[src/rtl/uart_echo_master_if.sv]
// Shared system bus: a master raises req with address/data and holds it until
// the slave answers with a single-cycle ack (rdata is valid with ack on reads).
interface bus_if #(
    parameter int ADDR_WIDTH = 32,
    parameter int DATA_WIDTH = 32
);
    logic                  req;
    logic                  we;
    logic [ADDR_WIDTH-1:0] addr;
    logic [DATA_WIDTH-1:0] wdata;
    logic                  ack;
    logic [DATA_WIDTH-1:0] rdata;

    modport master (output req, we, addr, wdata, input ack, rdata);
    modport slave  (input req, we, addr, wdata, output ack, rdata);
endinterface

[src/rtl/uart_echo_master.sv]
// UART echo master: buffers received bytes in a local FIFO, mirrors them on the
// 7-segment display and echoes them back. Optional macro UART_ECHO_CRLF_EN adds LF after CR.

module biu_master #(
    parameter int ADDR_WIDTH = 32,
    parameter int DATA_WIDTH = 32
) (
    input  logic                  clk,
    input  logic                  n_rst,
    input  logic                  en,
    input  logic [ADDR_WIDTH-1:0] address,
    input  logic [DATA_WIDTH-1:0] data_out,
    input  logic                  rnw,
    output logic                  busy,
    output logic                  data_valid,
    output logic [DATA_WIDTH-1:0] data_in,
    bus_if.master                 bus
);
    logic                  pending;
    logic                  we_q;
    logic [ADDR_WIDTH-1:0] addr_q;
    logic [DATA_WIDTH-1:0] wdata_q;

    // NOTE: sequential state uses non-blocking assignments so every register
    // samples pre-edge values and simulation order cannot change the result.
    always_ff @(posedge clk or negedge n_rst) begin
        if (!n_rst) begin
            pending    <= 1'b0;
            we_q       <= 1'b0;
            addr_q     <= '0;
            wdata_q    <= '0;
            data_valid <= 1'b0;
            data_in    <= '0;
        end else begin
            data_valid <= 1'b0;
            if (!pending) begin
                if (en) begin
                    pending <= 1'b1;
                    we_q    <= ~rnw;
                    addr_q  <= address;
                    wdata_q <= data_out;
                end
            end else if (bus.ack) begin
                pending <= 1'b0;
                if (!we_q) begin
                    data_valid <= 1'b1;
                    data_in    <= bus.rdata;
                end
            end
        end
    end

    assign busy      = pending;
    assign bus.req   = pending;
    assign bus.we    = we_q;
    assign bus.addr  = addr_q;
    assign bus.wdata = wdata_q;
endmodule

module uart_echo_master #(
    parameter int                    ADDR_WIDTH = 32,
    parameter int                    DATA_WIDTH = 32,
    parameter logic [ADDR_WIDTH-1:0] UART_BASE  = 32'hc000_0000,
    parameter logic [ADDR_WIDTH-1:0] SEG7_BASE  = 32'hc000_1000,
    parameter int                    DATA_BITS  = 8,
    parameter int                    BUF_DEPTH  = 8,
    parameter int                    CNT_WIDTH  = 16
) (
    input  logic                        clk,
    input  logic                        n_rst,
    bus_if.master                       bus,
    output logic [CNT_WIDTH-1:0]        o_rx_count,
    output logic [CNT_WIDTH-1:0]        o_tx_count,
    output logic [$clog2(BUF_DEPTH):0]  o_fifo_level
);
    localparam int PTR_W = $clog2(BUF_DEPTH) + 1;
    localparam int IDX_W = PTR_W - 1;
    localparam logic [ADDR_WIDTH-1:0] UART_STAT = UART_BASE + ADDR_WIDTH'(8);

`ifdef UART_ECHO_CRLF_EN
    typedef enum logic [5:0] {
        IDLE = 6'b000001, STAT = 6'b000010, RXRD = 6'b000100,
        S7WR = 6'b001000, TXWR = 6'b010000, TXLF = 6'b100000
    } state_t;
`else
    typedef enum logic [4:0] {
        IDLE = 5'b00001, STAT = 5'b00010, RXRD = 5'b00100,
        S7WR = 5'b01000, TXWR = 5'b10000
    } state_t;
`endif

    typedef enum logic {RR_RX = 1'b0, RR_TX = 1'b1} rr_t;

    state_t state, state_nxt;
    rr_t    rr_last;
    logic   issued, rearm;
    logic   push, pop, tx_inc;

    logic                  biu_en, biu_rnw, biu_busy, biu_data_valid;
    logic [ADDR_WIDTH-1:0] biu_addr;
    logic [DATA_WIDTH-1:0] biu_wdata, biu_data_in;
    logic [DATA_WIDTH-1:0] history;

    logic [7:0]       fifo_mem [BUF_DEPTH];
    logic [PTR_W-1:0] wr_ptr, rd_ptr;
    logic             fifo_empty, fifo_full;
    logic [7:0]       fifo_head, rx_byte;
    logic             rd_done, can_rx, can_tx;
    logic             unused_data;

`ifdef UART_ECHO_CRLF_EN
    logic lf_write, lf_write_nxt;
`endif

    biu_master #(.ADDR_WIDTH(ADDR_WIDTH), .DATA_WIDTH(DATA_WIDTH)) u_biu (
        .clk        (clk),
        .n_rst      (n_rst),
        .en         (biu_en),
        .address    (biu_addr),
        .data_out   (biu_wdata),
        .rnw        (biu_rnw),
        .busy       (biu_busy),
        .data_valid (biu_data_valid),
        .data_in    (biu_data_in),
        .bus        (bus)
    );

    assign fifo_empty = (wr_ptr == rd_ptr);
    assign fifo_full  = (wr_ptr[PTR_W-1] != rd_ptr[PTR_W-1]) &&
                        (wr_ptr[IDX_W-1:0] == rd_ptr[IDX_W-1:0]);
    assign fifo_head  = fifo_mem[rd_ptr[IDX_W-1:0]];

    // A read result belongs to this state only once its own request went out.
    assign rd_done     = issued & biu_data_valid;
    assign can_rx      = ~biu_data_in[0] & ~fifo_full;
    assign can_tx      = ~biu_data_in[1] & ~fifo_empty;
    assign unused_data = ^{biu_data_in, 1'b0};

    always_comb begin
        rx_byte                = '0;
        rx_byte[DATA_BITS-1:0] = biu_data_in[DATA_BITS-1:0];
    end

    // NOTE: every output of this block is given a default first, so no path
    // through the case leaves a signal unassigned and no latch is inferred.
    always_comb begin
        state_nxt = state;
        biu_en    = 1'b0;
        biu_rnw   = 1'b0;
        biu_addr  = '0;
        biu_wdata = '0;
        push      = 1'b0;
        pop       = 1'b0;
        tx_inc    = 1'b0;
        rearm     = 1'b0;
`ifdef UART_ECHO_CRLF_EN
        lf_write_nxt = lf_write;
`endif
        unique case (state)
            IDLE: state_nxt = STAT;
            STAT: begin
                biu_en   = ~issued & ~biu_busy;
                biu_rnw  = 1'b1;
                biu_addr = UART_STAT;
                if (rd_done) begin
                    if (can_rx && (!can_tx || rr_last == RR_TX)) state_nxt = RXRD;
                    else if (can_tx)                               state_nxt = TXWR;
                    else                                           state_nxt = IDLE;
                end
            end
            RXRD: begin
                biu_en   = ~issued & ~biu_busy;
                biu_rnw  = 1'b1;
                biu_addr = UART_BASE;
                if (rd_done) begin
                    push      = 1'b1;
                    state_nxt = S7WR;
                end
            end
            S7WR: begin
                biu_en    = ~issued & ~biu_busy;
                biu_addr  = SEG7_BASE;
                biu_wdata = history;
                if (biu_en) state_nxt = IDLE;
            end
            TXWR: begin
                biu_en    = ~issued & ~biu_busy;
                biu_addr  = UART_BASE;
                biu_wdata = DATA_WIDTH'(fifo_head);
                if (biu_en) begin
                    pop       = 1'b1;
                    tx_inc    = 1'b1;
                    state_nxt = IDLE;
`ifdef UART_ECHO_CRLF_EN
                    if (fifo_head == 8'h0d) state_nxt = TXLF;
`endif
                end
            end
`ifdef UART_ECHO_CRLF_EN
            TXLF: begin
                biu_en = ~issued & ~biu_busy;
                if (!lf_write) begin
                    // Poll status until the TX side has room for the LF.
                    biu_rnw  = 1'b1;
                    biu_addr = UART_STAT;
                    if (rd_done) begin
                        rearm = 1'b1;
                        if (!biu_data_in[1]) lf_write_nxt = 1'b1;
                    end
                end else begin
                    biu_addr  = UART_BASE;
                    biu_wdata = DATA_WIDTH'(8'h0a);
                    if (biu_en) begin
                        tx_inc       = 1'b1;
                        lf_write_nxt = 1'b0;
                        state_nxt    = IDLE;
                    end
                end
            end
`endif
            default: state_nxt = IDLE;
        endcase
    end

    always_ff @(posedge clk or negedge n_rst) begin
        if (!n_rst) begin
            state        <= IDLE;
            issued       <= 1'b0;
            rr_last      <= RR_TX;
            history      <= '0;
            wr_ptr       <= '0;
            rd_ptr       <= '0;
            o_fifo_level <= '0;
            o_rx_count   <= '0;
            o_tx_count   <= '0;
`ifdef UART_ECHO_CRLF_EN
            lf_write     <= 1'b0;
`endif
        end else begin
            state <= state_nxt;
`ifdef UART_ECHO_CRLF_EN
            lf_write <= lf_write_nxt;
`endif
            if (state_nxt != state || rearm) issued <= 1'b0;
            else if (biu_en)                 issued <= 1'b1;

            if (push) begin
                wr_ptr       <= wr_ptr + PTR_W'(1);
                history      <= {history[DATA_WIDTH-9:0], rx_byte};
                o_rx_count   <= o_rx_count + CNT_WIDTH'(1);
                o_fifo_level <= o_fifo_level + PTR_W'(1);
                rr_last      <= RR_RX;
            end
            if (pop) begin
                rd_ptr       <= rd_ptr + PTR_W'(1);
                o_fifo_level <= o_fifo_level - PTR_W'(1);
                rr_last      <= RR_TX;
            end
            if (tx_inc) o_tx_count <= o_tx_count + CNT_WIDTH'(1);
        end
    end

    // NOTE: the FIFO array has no reset; the pointers define which entries are
    // valid, and keeping storage out of the reset net lets it map onto RAM.
    always_ff @(posedge clk) begin
        if (push) fifo_mem[wr_ptr[IDX_W-1:0]] <= rx_byte;
    end
endmodule

[src/flat_wrapper.sv]
// flat-port wrapper written by rule: the top's interface ports become plain ports
module uart_echo_master_flat 
#(
    parameter int                    ADDR_WIDTH = 32,
    parameter int                    DATA_WIDTH = 32,
    parameter logic [ADDR_WIDTH-1:0] UART_BASE  = 32'hc000_0000,
    parameter logic [ADDR_WIDTH-1:0] SEG7_BASE  = 32'hc000_1000,
    parameter int                    DATA_BITS  = 8,
    parameter int                    BUF_DEPTH  = 8,
    parameter int                    CNT_WIDTH  = 16
)
  (clk, n_rst, o_rx_count, o_tx_count, o_fifo_level, bus_req, bus_we, bus_addr, bus_wdata, bus_ack, bus_rdata);
  bus_if #(.ADDR_WIDTH(ADDR_WIDTH), .DATA_WIDTH(DATA_WIDTH)) bus_i ();
  input  logic clk;
  input  logic n_rst;
  output logic [CNT_WIDTH-1:0] o_rx_count;
  output logic [CNT_WIDTH-1:0] o_tx_count;
  output logic [$clog2(BUF_DEPTH):0] o_fifo_level;
  output wire logic [$bits(bus_i.req)-1:0] bus_req;
  output wire logic [$bits(bus_i.we)-1:0] bus_we;
  output wire logic [$bits(bus_i.addr)-1:0] bus_addr;
  output wire logic [$bits(bus_i.wdata)-1:0] bus_wdata;
  input wire logic [$bits(bus_i.ack)-1:0] bus_ack;
  input wire logic [$bits(bus_i.rdata)-1:0] bus_rdata;
  assign bus_req = bus_i.req;
  assign bus_we = bus_i.we;
  assign bus_addr = bus_i.addr;
  assign bus_wdata = bus_i.wdata;
  assign bus_i.ack = bus_ack;
  assign bus_i.rdata = bus_rdata;
  uart_echo_master #(.ADDR_WIDTH(ADDR_WIDTH), .DATA_WIDTH(DATA_WIDTH), .UART_BASE(UART_BASE), .SEG7_BASE(SEG7_BASE), .DATA_BITS(DATA_BITS), .BUF_DEPTH(BUF_DEPTH), .CNT_WIDTH(CNT_WIDTH)) u_core (.clk(clk), .n_rst(n_rst), .bus(bus_i), .o_rx_count(o_rx_count), .o_tx_count(o_tx_count), .o_fifo_level(o_fifo_level));
endmodule
[config.mk]
export PLATFORM = sky130hd
export DESIGN_NAME = uart_echo_master_flat
export DESIGN_NICKNAME = d
export VERILOG_FILES = /design/src/rtl/uart_echo_master_if.sv /design/src/rtl/uart_echo_master.sv /design/src/flat_wrapper.sv
export SDC_FILE = /design/constraint.sdc
export NUM_CORES = 1
export LEC_CHECK = 0
export CORE_ASPECT_RATIO = 0.75
export CORE_UTILIZATION = 45
export CTS_BUF_LIST = sky130_fd_sc_hd__clkbuf_4
export DETAILED_ROUTE_END_ITERATION = 12
export PLACE_DENSITY = 0.79
export SLEW_MARGIN = 20
export SYNTH_ARGS = -nofsm -noshare
export SYNTH_HDL_FRONTEND = slang
export SYNTH_SLANG_ARGS = --single-unit
export TNS_END_PERCENT = 5
[constraint.sdc]
create_clock -name clk -period 2.9 [get_ports clk]
set_input_delay 0.29 -clock clk [delete_from_list [all_inputs] [get_ports clk]]
set_output_delay 0.29 -clock clk [all_outputs]
set_load 0.005 [all_outputs]
# Yosys cells after proc, flatten, opt, wreduce, memory -nomap -nowiden

Memories as Yosys holds them, arrays and structs flattened.
Index checks and enable logic that the tools add are counted.

Output and inout bits: 102
Memories kept: 1
Word-level logic and storage cells: 83
Bits in registers: 158
Memory bits (writable): 64
Bits of input ports: 35

Eq/ne operators: 9
Muxes and demuxes: 28
Bitwise gates (word level): 12
Reduce and logical (&&, ||, !) cells: 12
$add $sub $neg: 6

Memory list:

| name            | depth | bits a word | rd ports | clocked after Yosys merged registers in | wr ports | RTL line                | source |
|---|---|---|---|---|---|---|---|
| u_core.fifo_mem | 8     | 8           | 1        | 0                                       | 1        | uart_echo_master.sv:104 | `logic [7:0] fifo_mem [BUF_DEPTH];` |

Operators by type and width:

| operator              | count |
|---|---|
| $pmux 32 s3           | 1 |
| $pmux 32 s2           | 1 |
| $add 16x1->16 const B | 2 |
| $mux 5                | 5 |
| $pmux 5 s4            | 1 |
| $mux 1                | 18 |
| $add 4x1->4 const B   | 3 |
| $mux 4                | 2 |
| $not 1->1             | 8 |
| $reduce_or 2->1       | 3 |
| $eq 5x1->1 const B    | 1 |
| $eq 5x2->1 const B    | 1 |
| $eq 5x3->1 const B    | 1 |
| $eq 5x4->1 const B    | 1 |
| $eq 5x5->1 const B    | 1 |
| $ne 5x5->1            | 1 |
| $and 1x1->1           | 4 |
| $eq 4x4->1            | 1 |
| $reduce_bool 2->1     | 2 |
| $reduce_or 4->1       | 1 |
| $sub 4x1->4 const B   | 1 |
| $eq 3x3->1            | 1 |
| $reduce_and 3->1      | 1 |
| $logic_and 1x1->1     | 2 |
| other kinds (4)       | 4 |

# Logic depth before layout (Yosys ltp)

Depth after elaboration: 11
Depth in mapped cells: 11
Mapped depth without buffers: 9

# By module

Synthesis repeated with hierarchy kept, for this count alone.

Cells, all modules: 743
Area, all modules: 10105.9 µm²

By module, submodules not included:

| module           | sequential area each (µm²) | area an instance (µm²) | cells an instance | instances |
|---|---|---|---|---|
| uart_echo_master | 4001.3                     | 6401.1                 | 530               | 1 |
| biu_master       | 2477.4                     | 3704.8                 | 213               | 1 |

# Worst setup path before layout

No wires, ideal clock.

Kind: reg2reg
Start point: reg u_core.state[3]
End point: mem u_core.fifo_mem[0][0], enable pin
Setup time: 0.395 ns
Cell stages (with the launch flop): 7
Period minus slack after synthesis: 2.852 ns
Path slack: 0.048 ns
Data arrival time: 2.457 ns
Buffers on the path: 3
Required time: 2.505 ns
Cell sequence: dfrtp_1 -> buf_6 -> or4b_4 -> or3_1 -> buf_6 -> buf_6 -> nor4_1

Longest elaborated chain between the ends: 4

Ends and longest elaborated chain:

| what                         | RTL line                | source |
|---|---|---|
| start, declared              | uart_echo_master.sv:94  | `state_t state, state_nxt;` |
| start signal, assigned       | uart_echo_master.sv:240 | `state <= state_nxt;` |
| $eq 5x3->1                   | uart_echo_master.sv:159 | `unique case (state)` |
| $mux 1                       | uart_echo_master.sv:159 |  |
| $mux 1                       | uart_echo_master.sv:266 | `if (push) fifo_mem[wr_ptr[IDX_W-1:0]] <= rx_byte;` |
| $mux 1 (not written as such) | uart_echo_master.sv:266 |  |
| end, declared                | uart_echo_master.sv:104 |  |

No other way between the ends.

# Final worst setup path

Start point: reg u_core.state[1]
End point: reg u_core.o_rx_count[6]

Longest elaborated chain between the ends: 2

Ends and longest elaborated chain:

| what                 | RTL line                | source |
|---|---|---|
| $eq 5x3->1           | uart_echo_master.sv:159 |  |
| $mux 1               | uart_echo_master.sv:159 |  |
| end signal, assigned | uart_echo_master.sv:250 | `o_rx_count <= o_rx_count + CNT_WIDTH'(1);` |
| end, declared        | uart_echo_master.sv:72  | `output logic [CNT_WIDTH-1:0] o_rx_count,` |

No other way between the ends.
A chain may end at the register's enable or synchronous reset.

==> flow_summary.ini <==
[detailed_routing]
wire_per_inst_um = 15.38
wirelength_um = 16090
vias = 5242
drcViolationCount = 0
ant_nets = 0
firstDrtPassIters = 4
drt-initial-drc-count = 409
viasPerCell = 5.011

[floorplanning]
num_rows = 42
die_h_um = 119.2
core_um2 = 17760
ios = 137
die_w_um = 158.3
initial_core_util_pct = 46.43
dieArea_um2 = 18880

[grt]
gr-total-overflow = 0
antenna_found_initial = 0
grt_first_pass_wirelength_um = 26480
grt_pass1_vias = 5121
grt_max_degree = 52
grt.total_usage_pct = 18.37

[synthesis]
synth.avg_cell_area_um2 = 11.78
synth-seq-cells = 193
synthCells = 700
ys.flop_type = dfrtp_1
synth.largest_area_cell = dfrtp_1
yosysTopAreaCellShare_pct = 38.54
ys_async_sr_fraction_pct = 66.84
synth_area_um2 = 8247
yosysUniqueCellTypes = 55
synthTopCellsByArea = dfrtp_1 (39%), edfxtp_1 (23%), nand2_1 (9.8%)
ys_seq_area_share_pct = 62.48
ys_warn_count = 0
synth-edff-count = 64

[critical_path]
crit_path_max_fanout = 39
path_cells = or4b_4, or3_1, buf_4, nor2_8, nand3_1, xnor2_1
critPathRequiredTime_ps = 3360
r2r_slack_ps = 480
crit_path_start_kind = register
path_class = register to register
arrival_ps = 2880
end_kind = register
reg2reg_depth = 6
worst_r2r_startpoint = u_core.state[1]$_DFF_PN0_
cpPeakStageDelay_ps = 620
rr_endpoint = u_core.o_rx_count[6]$_DFFE_PN0P_
critical-path-slowest-cell = or4b_4

[timing]
final.setup.tns_ps = 0
fin_skew_ps = 28.62
finalMaxSlewViolations = 0
max_freq_ghz = 0.4128
slew_headroom_pct = 56.00
setup_violations = 0
period_needed_ps = 2423
max_slew.worst_pin.slew_ps = 660.0
period_share_pct = 83.54
hold_viol = 0
rsz0062_at_grt = false

[finish]
fillCellCount = 1503
layout.cells.non_filler = 1046
area_growth_pct = 15.90
drive_above_1_share_pct = 10.82
antenna_cells = 0
layout.nets = 833

[placed_design]
numPortBuffers = 84
dp_hpwl_um = 11200
dpl.cell_count = 1013
place_congestion = 0.8649

[clock_tree]
cts_sinks = 193
numCtsBuffers = 17
cts_tree = yes
insertion_delay_ps = 580
root_buffer = clkbuf_4
path_clk_slew_ps = 150
cts_buffer_depth = 2
htree_levels = 4
post_cts_buffers = 0

[pwr]
power.total_w = 0.005116
leakage_nw = 4.233
p_per_area_nw_per_um2 = 535.2
ir_worst_vdd_uv = 398.5

[outcome]
status = completed

[hold_path]
min_from = bus_rdata[2]
hold_end = u_core.u_biu.data_in[2]$_DFFE_PN0P_
holdPathStages = 3
hp-class = primary input to register

[flow_run]
maxCapViolCount = 0
## routing by layer
| layer | track usage [%] | up-vias | part of all wire [%] |
|---|---|---|---|
| met5 | 0 | - | 0 |
| met4 | 4.207 | 0 | 0.27 |
| met2 | 27.93 | 148 | 46 |
| li1 | - | 2528 | - |
| met3 | 4.403 | 5 | 7.0 |
| met1 | 26.64 | 2561 | 47 |
## final cells by class
| cell class | count | area, um2 | share of cell area (%) |
|---|---|---|---|
| timing repair buffer | 110 | 1049 | 10.97 |
| multi-input combinational | 461 | 2766 | 28.94 |
| inverter | 8 | 30.03 | 0.3142 |
| sequential | 193 | 5152 | 53.91 |
| tap | 242 | 302.8 | 3.168 |
| clock inverter | 14 | 122.6 | 1.283 |
| clock buffer | 18 | 135.1 | 1.414 |
## how the worst max path moves through the flow
stage	start	endpoint	slack, ps	cells past startpoint
floorplan	u_core.state[3]$_DFF_PN0_	u_core.fifo_mem[0][0]$_DFFE_PP_	50	6
global placement	u_core.state[1]$_DFF_PN0_	u_core.o_rx_count[10]$_DFFE_PN0P_	520	6
detailed placement	u_core.state[1]$_DFF_PN0_	u_core.o_rx_count[10]$_DFFE_PN0P_	490	6
CTS	u_core.state[1]$_DFF_PN0_	u_core.o_rx_count[6]$_DFFE_PN0P_	480	6
global route	u_core.state[3]$_DFF_PN0_	u_core.o_fifo_level[3]$_DFFE_PN0P_	300	9
finish	u_core.state[1]$_DFF_PN0_	u_core.o_rx_count[6]$_DFFE_PN0P_	480	6
## metrics by stage
| stage | instance area (um2) | setup slack (ps) | util, % | hold slack, ps |
|---|---|---|---|---|
| 6_report | 9558 | 477.4 | 53.81 | 232.9 |
| 2_1_floorplan | 8348 | 48.45 | - | -5.591 |
| 3_3_place_gp | 9290 | 518.9 | 52.30 | 352.6 |
| 3_5_place_dp | 9290 | 486.9 | 52.30 | 359.7 |
| 5_1_grt | 9558 | 299.5 | 53.81 | 215.9 |
| 4_1_cts | 9558 | 480.7 | 53.81 | 179.2 |
## cell usage in the layout, fill, tap and decap left out, drive strengths merged, types with 2 or more instances in the layout
| master | count |
|---|---|
| a21o | 2 |
| o31ai | 2 |
| clkinv | 4 |
| or2 | 3 |
| mux4 | 16 |
| dfrtp | 127 |
| xor2 | 17 |
| and4 | 4 |
| or3 | 2 |
| buf | 26 |
| xnor2 | 28 |
| clkbuf | 18 |
| clkinvlp | 2 |
| conb | 28 |
| a21oi | 3 |
| nor3b | 3 |
| o21ai | 7 |
| nor3 | 8 |
| mux2i | 8 |
| nand3 | 40 |
| nand4 | 13 |
| dfstp | 2 |
| edfxtp | 64 |
| nand3b | 2 |
| nand2 | 216 |
| nor2 | 17 |
| o41a | 2 |
| ha | 6 |
| and3 | 4 |
| nand2b | 3 |
| or4b | 2 |
| clkdlybuf4s50 | 83 |
| o211ai | 8 |
| nor4b | 4 |
| inv | 16 |
## critical path: cells and delay by family, from the launching register on
kind | cells | cell delay [ps]
xor+xnor | 1 | 140
flops | 1 | 520
buf+inv | 1 | 310
simple gates | 4 | 1320
## Yosys cell counts, types with 4 or more instances
| cell | number |
|---|---|
| o211ai_1 | 8 |
| clkbuf_1 | 14 |
| buf_4 | 29 |
| xor2_1 | 17 |
| mux4_2 | 16 |
| and3_1 | 4 |
| nand4_1 | 13 |
| dfrtp_1 | 127 |
| nand2_1 | 216 |
| buf_6 | 6 |
| o21ai_0 | 6 |
| buf_2 | 13 |
| inv_1 | 7 |
| ha_1 | 6 |
| and4_1 | 4 |
| xnor2_1 | 28 |
| nor3_1 | 6 |
| nor2_1 | 16 |
| edfxtp_1 | 64 |
| nand3_1 | 40 |
| mux2i_1 | 8 |
## registers in the layout, summed over array words and instances (netlist names), 3 cells and up
register and flops:
u_core.history 32, u_core.u_biu.bus.wdata 32, u_core.u_biu.bus.addr 3, u_core.fifo_mem 64, u_core.state 5, u_core.o_rx_count 16, u_core.wr_ptr 4, u_core.rd_ptr 4
u_core.o_tx_count 16, u_core.u_biu.data_in 8, u_core.o_fifo_level 4
## cells by family (layout without fill, tap and decap cells)
family / count (synthesis) / in the layout / synth area share [%]
buffers and inverters: 73 / 150 / 5.386
other: 1 / 28 / 0.04547
and+or+nand+nor: 324 / 324 / 17.86
DFF: 193 / 193 / 62.48
muxes: 24 / 24 / 5.341
AOI/OAI and AO/OA: 33 / 33 / 2.959
xor gates and xnor gates: 45 / 45 / 4.779
adders and majority gates: 7 / 7 / 1.153
## where the power goes
part / internal [W] / switching [W] / total (W)
Clock: 0.000382 / 0.000964 / 0.00135
Sequential: 0.00303 / 0.000239 / 0.00327
Combinational: 0.000159 / 0.000342 / 0.000501
Total: 0.00357 / 0.00154 / 0.00512
## repair_timing
| item | 4_1_cts | 5_1_grt |
|---|---|---|
| hold buffers | 1 | 0 |
| endpoints found under the hold margin | 46 | 0 |
| gates resized for setup | 0 | 0 |
| setup endpoints to repair | 0 | 0 |
Power figures use the tool's default switching activity.
==> patch, RTL diff (same flow settings) <==
Build with the macro `UART_ECHO_CRLF_EN` defined.
--- a/src/rtl/uart_echo_master.sv
+++ b/src/rtl/uart_echo_master.sv
@@ -1,5 +1,7 @@
 // UART echo master: buffers received bytes in a local FIFO, mirrors them on the
 // 7-segment display and echoes them back. Optional macro UART_ECHO_CRLF_EN adds LF after CR.
+
+`define UART_ECHO_CRLF_EN
 
 module biu_master #(
     parameter int ADDR_WIDTH = 32,
Behaviour: same outputs for any inputs over 10 cycles, from zero or initial values and one cycle with n_rst low; that may be too few to reach the edited logic, so the function may still have changed.
==> patch against the unedited design <==
- total power grew 11%
- sequential cell count is 2 higher
- routed wire length rose by 9.6%
- critical endpoint is now u_core.o_fifo_level[3]
- synthesized area increased by 1.2%
- die area grew 1.2%
- design area up 3.0%
- setup slack worse by 0.0098 ns
- worst hold slack improved by 0.0054 ns
- fmax shrank 0.40%
- critical path depth increased by 2
==> patch: results (changes against the unedited design) <==
----------------------------------------------------
[Outcome]
  Run status ... finished, final reports clean

[Final layout]
  Nets ... 828 (-0.60%)
  Share of layout cells above drive strength 1 ... 11.7% (+0.83 points)
  Antenna Cells ... 1 (+1)
  Clock network share of area ... 3.67% (+0.98 points)
  Fraction of area in registers ... 52.9% (-1.1 points)
  Bufs w/o clock ... 111 (+0.91%)
  Area of the multi-input gates ... 2870 µm² (+3.7%)
  Fin util ... 55.1% (+1.3 points)
  Count of inverters not on the clock network in the layout ... 12 (+4)

[STA]
  Worst slew pin tran ... 0.772 ns (+0.112 ns)

[Yosys]
  Syn Inst Count ... 689 (-1.6%)
  Post-Synth XOR/XNOR Area ... 4.62% (-0.16 points)
  Count of cell types in the netlist ... 58 (+5.5%)
  Share of flip-flops with an asynchronous set or reset after synthesis ... 67.2% (+0.34 points)
  Post-synthesis adder-cell area fraction ... 1.14% (-0.013 points)
  Leading cell types by count after synthesis ... nand2_1, dfrtp_1, edfxtp_1
  Total of flip-flops plus latches after synthesis ... 195 (+1.0%)
  Biggest area contributors in the synthesized netlist ... dfrtp_1, edfxtp_1, nand2_1, mux4_2, a22o_1

[Placement]
  Cell area after placement ... 9470 µm² (+1.9%)
  RePlAce Congestion ... 0.903 (+4.4%)
  Detail Placement HPWL ... 12100 µm (+8.1%)
  Dpl cells ... 1008 (-0.49%)

[Detailed routing]
  Detail-routed net length per standard cell ... 16.9 µm (+10%)
  Sum of routed wire length over all layers ... 17600 µm (+9.6%)
  Total via count after detailed routing ... 5489 (+4.7%)
  Initial DRT Pass Iterations ... 5 (+1)
  Drt first-iter violations ... 458 (+12%)

[Power and ir drop]
  Worst IR drop on VDD ... 0.000356 V (-11%)
  Total leakage power ... 4.27 nW (+0.93%)

[Clock tree]
  Register clock-pin slew on the reported worst setup and hold paths ... 0.16 ns
  Root Driver ... clkbuf_4

[Setup path]
  Slowest Stage Delay on Critical Path ... 0.49 ns (-0.13 ns)
  Master of the slowest instance on the critical path ... dfrtp_1
  Worst Path Max Fanout ... 8 (-79%)

[GRT]
  Wire length of the first global-routing pass ... 28800 µm (+8.6%)
  Maximum number of pins on one net before global-route repair ... 83 (+60%)
  Via count of the first global-routing pass ... 5392 (+5.3%)
  All-layer global routing usage ... 19.6% (+1.2 points)

----------------------------------------------------
patch: cell types whose count changed in the layout (fill, tap and decap cells not counted), moves of 8 or more:
cell      delta
nand2_1     -50
o21ai_0     +12
nand3_1     -28
o211ai_1     -8
a22o_1      +28
xnor2_1      -8
patch: logic make-up (layout without fill, tap and decap cells):
group / count (synthesis) / count (layout)
other: 1 / 29
AOI/OAI and AO/OA: 78 / 78
buffers and inverters: 72 / 154
muxes: 26 / 26
xor gates and xnor gates: 44 / 44
and+or+nand+nor: 266 / 266
DFF: 195 / 195
adders and majority gates: 7 / 7
patch: power by group:
part           switching (W)  internal (W)  total (W)
sequential          0.000239       0.00307    0.00331
clock               0.000930      0.000797    0.00173
combinational       0.000403      0.000261   0.000665
total                0.00157       0.00413    0.00570
patch: metal layers:
| metal | track usage, % | vias up | wire length [µm] |
|---|---|---|---|
| met1 | 28.1 | 2704 | 8160 |
| met3 | 5.81 | 19 | 1420 |
| met5 | 0 | - | 0 |
| met4 | 5.35 | 0 | 213 |
| met2 | 29.1 | 212 | 7840 |
| li1 | - | 2554 | - |
patch: path summary, 6_finish.rpt:
| path | startpoint | end | slack [ns] | depth (start not counted) |
|---|---|---|---|---|
| setup / recovery | u_core.state[1] | u_core.o_fifo_level[3] | 0.47 | 8 |
| hold / removal | bus_rdata[6] | u_core.u_biu.data_in[6] | 0.24 | 3 |
| setup reg to reg | u_core.state[1] | u_core.o_fifo_level[3] | 0.47 | 8 |
| hold reg to reg | u_core.o_rx_count[15] | u_core.o_rx_count[15] | 0.49 | 1 |
| max in group asynchronous | n_rst | u_core.u_biu.bus.wdata[7] | 1.82 | 3 |
| min in group asynchronous | n_rst | u_core.u_biu.bus.req | 0.31 | 2 |
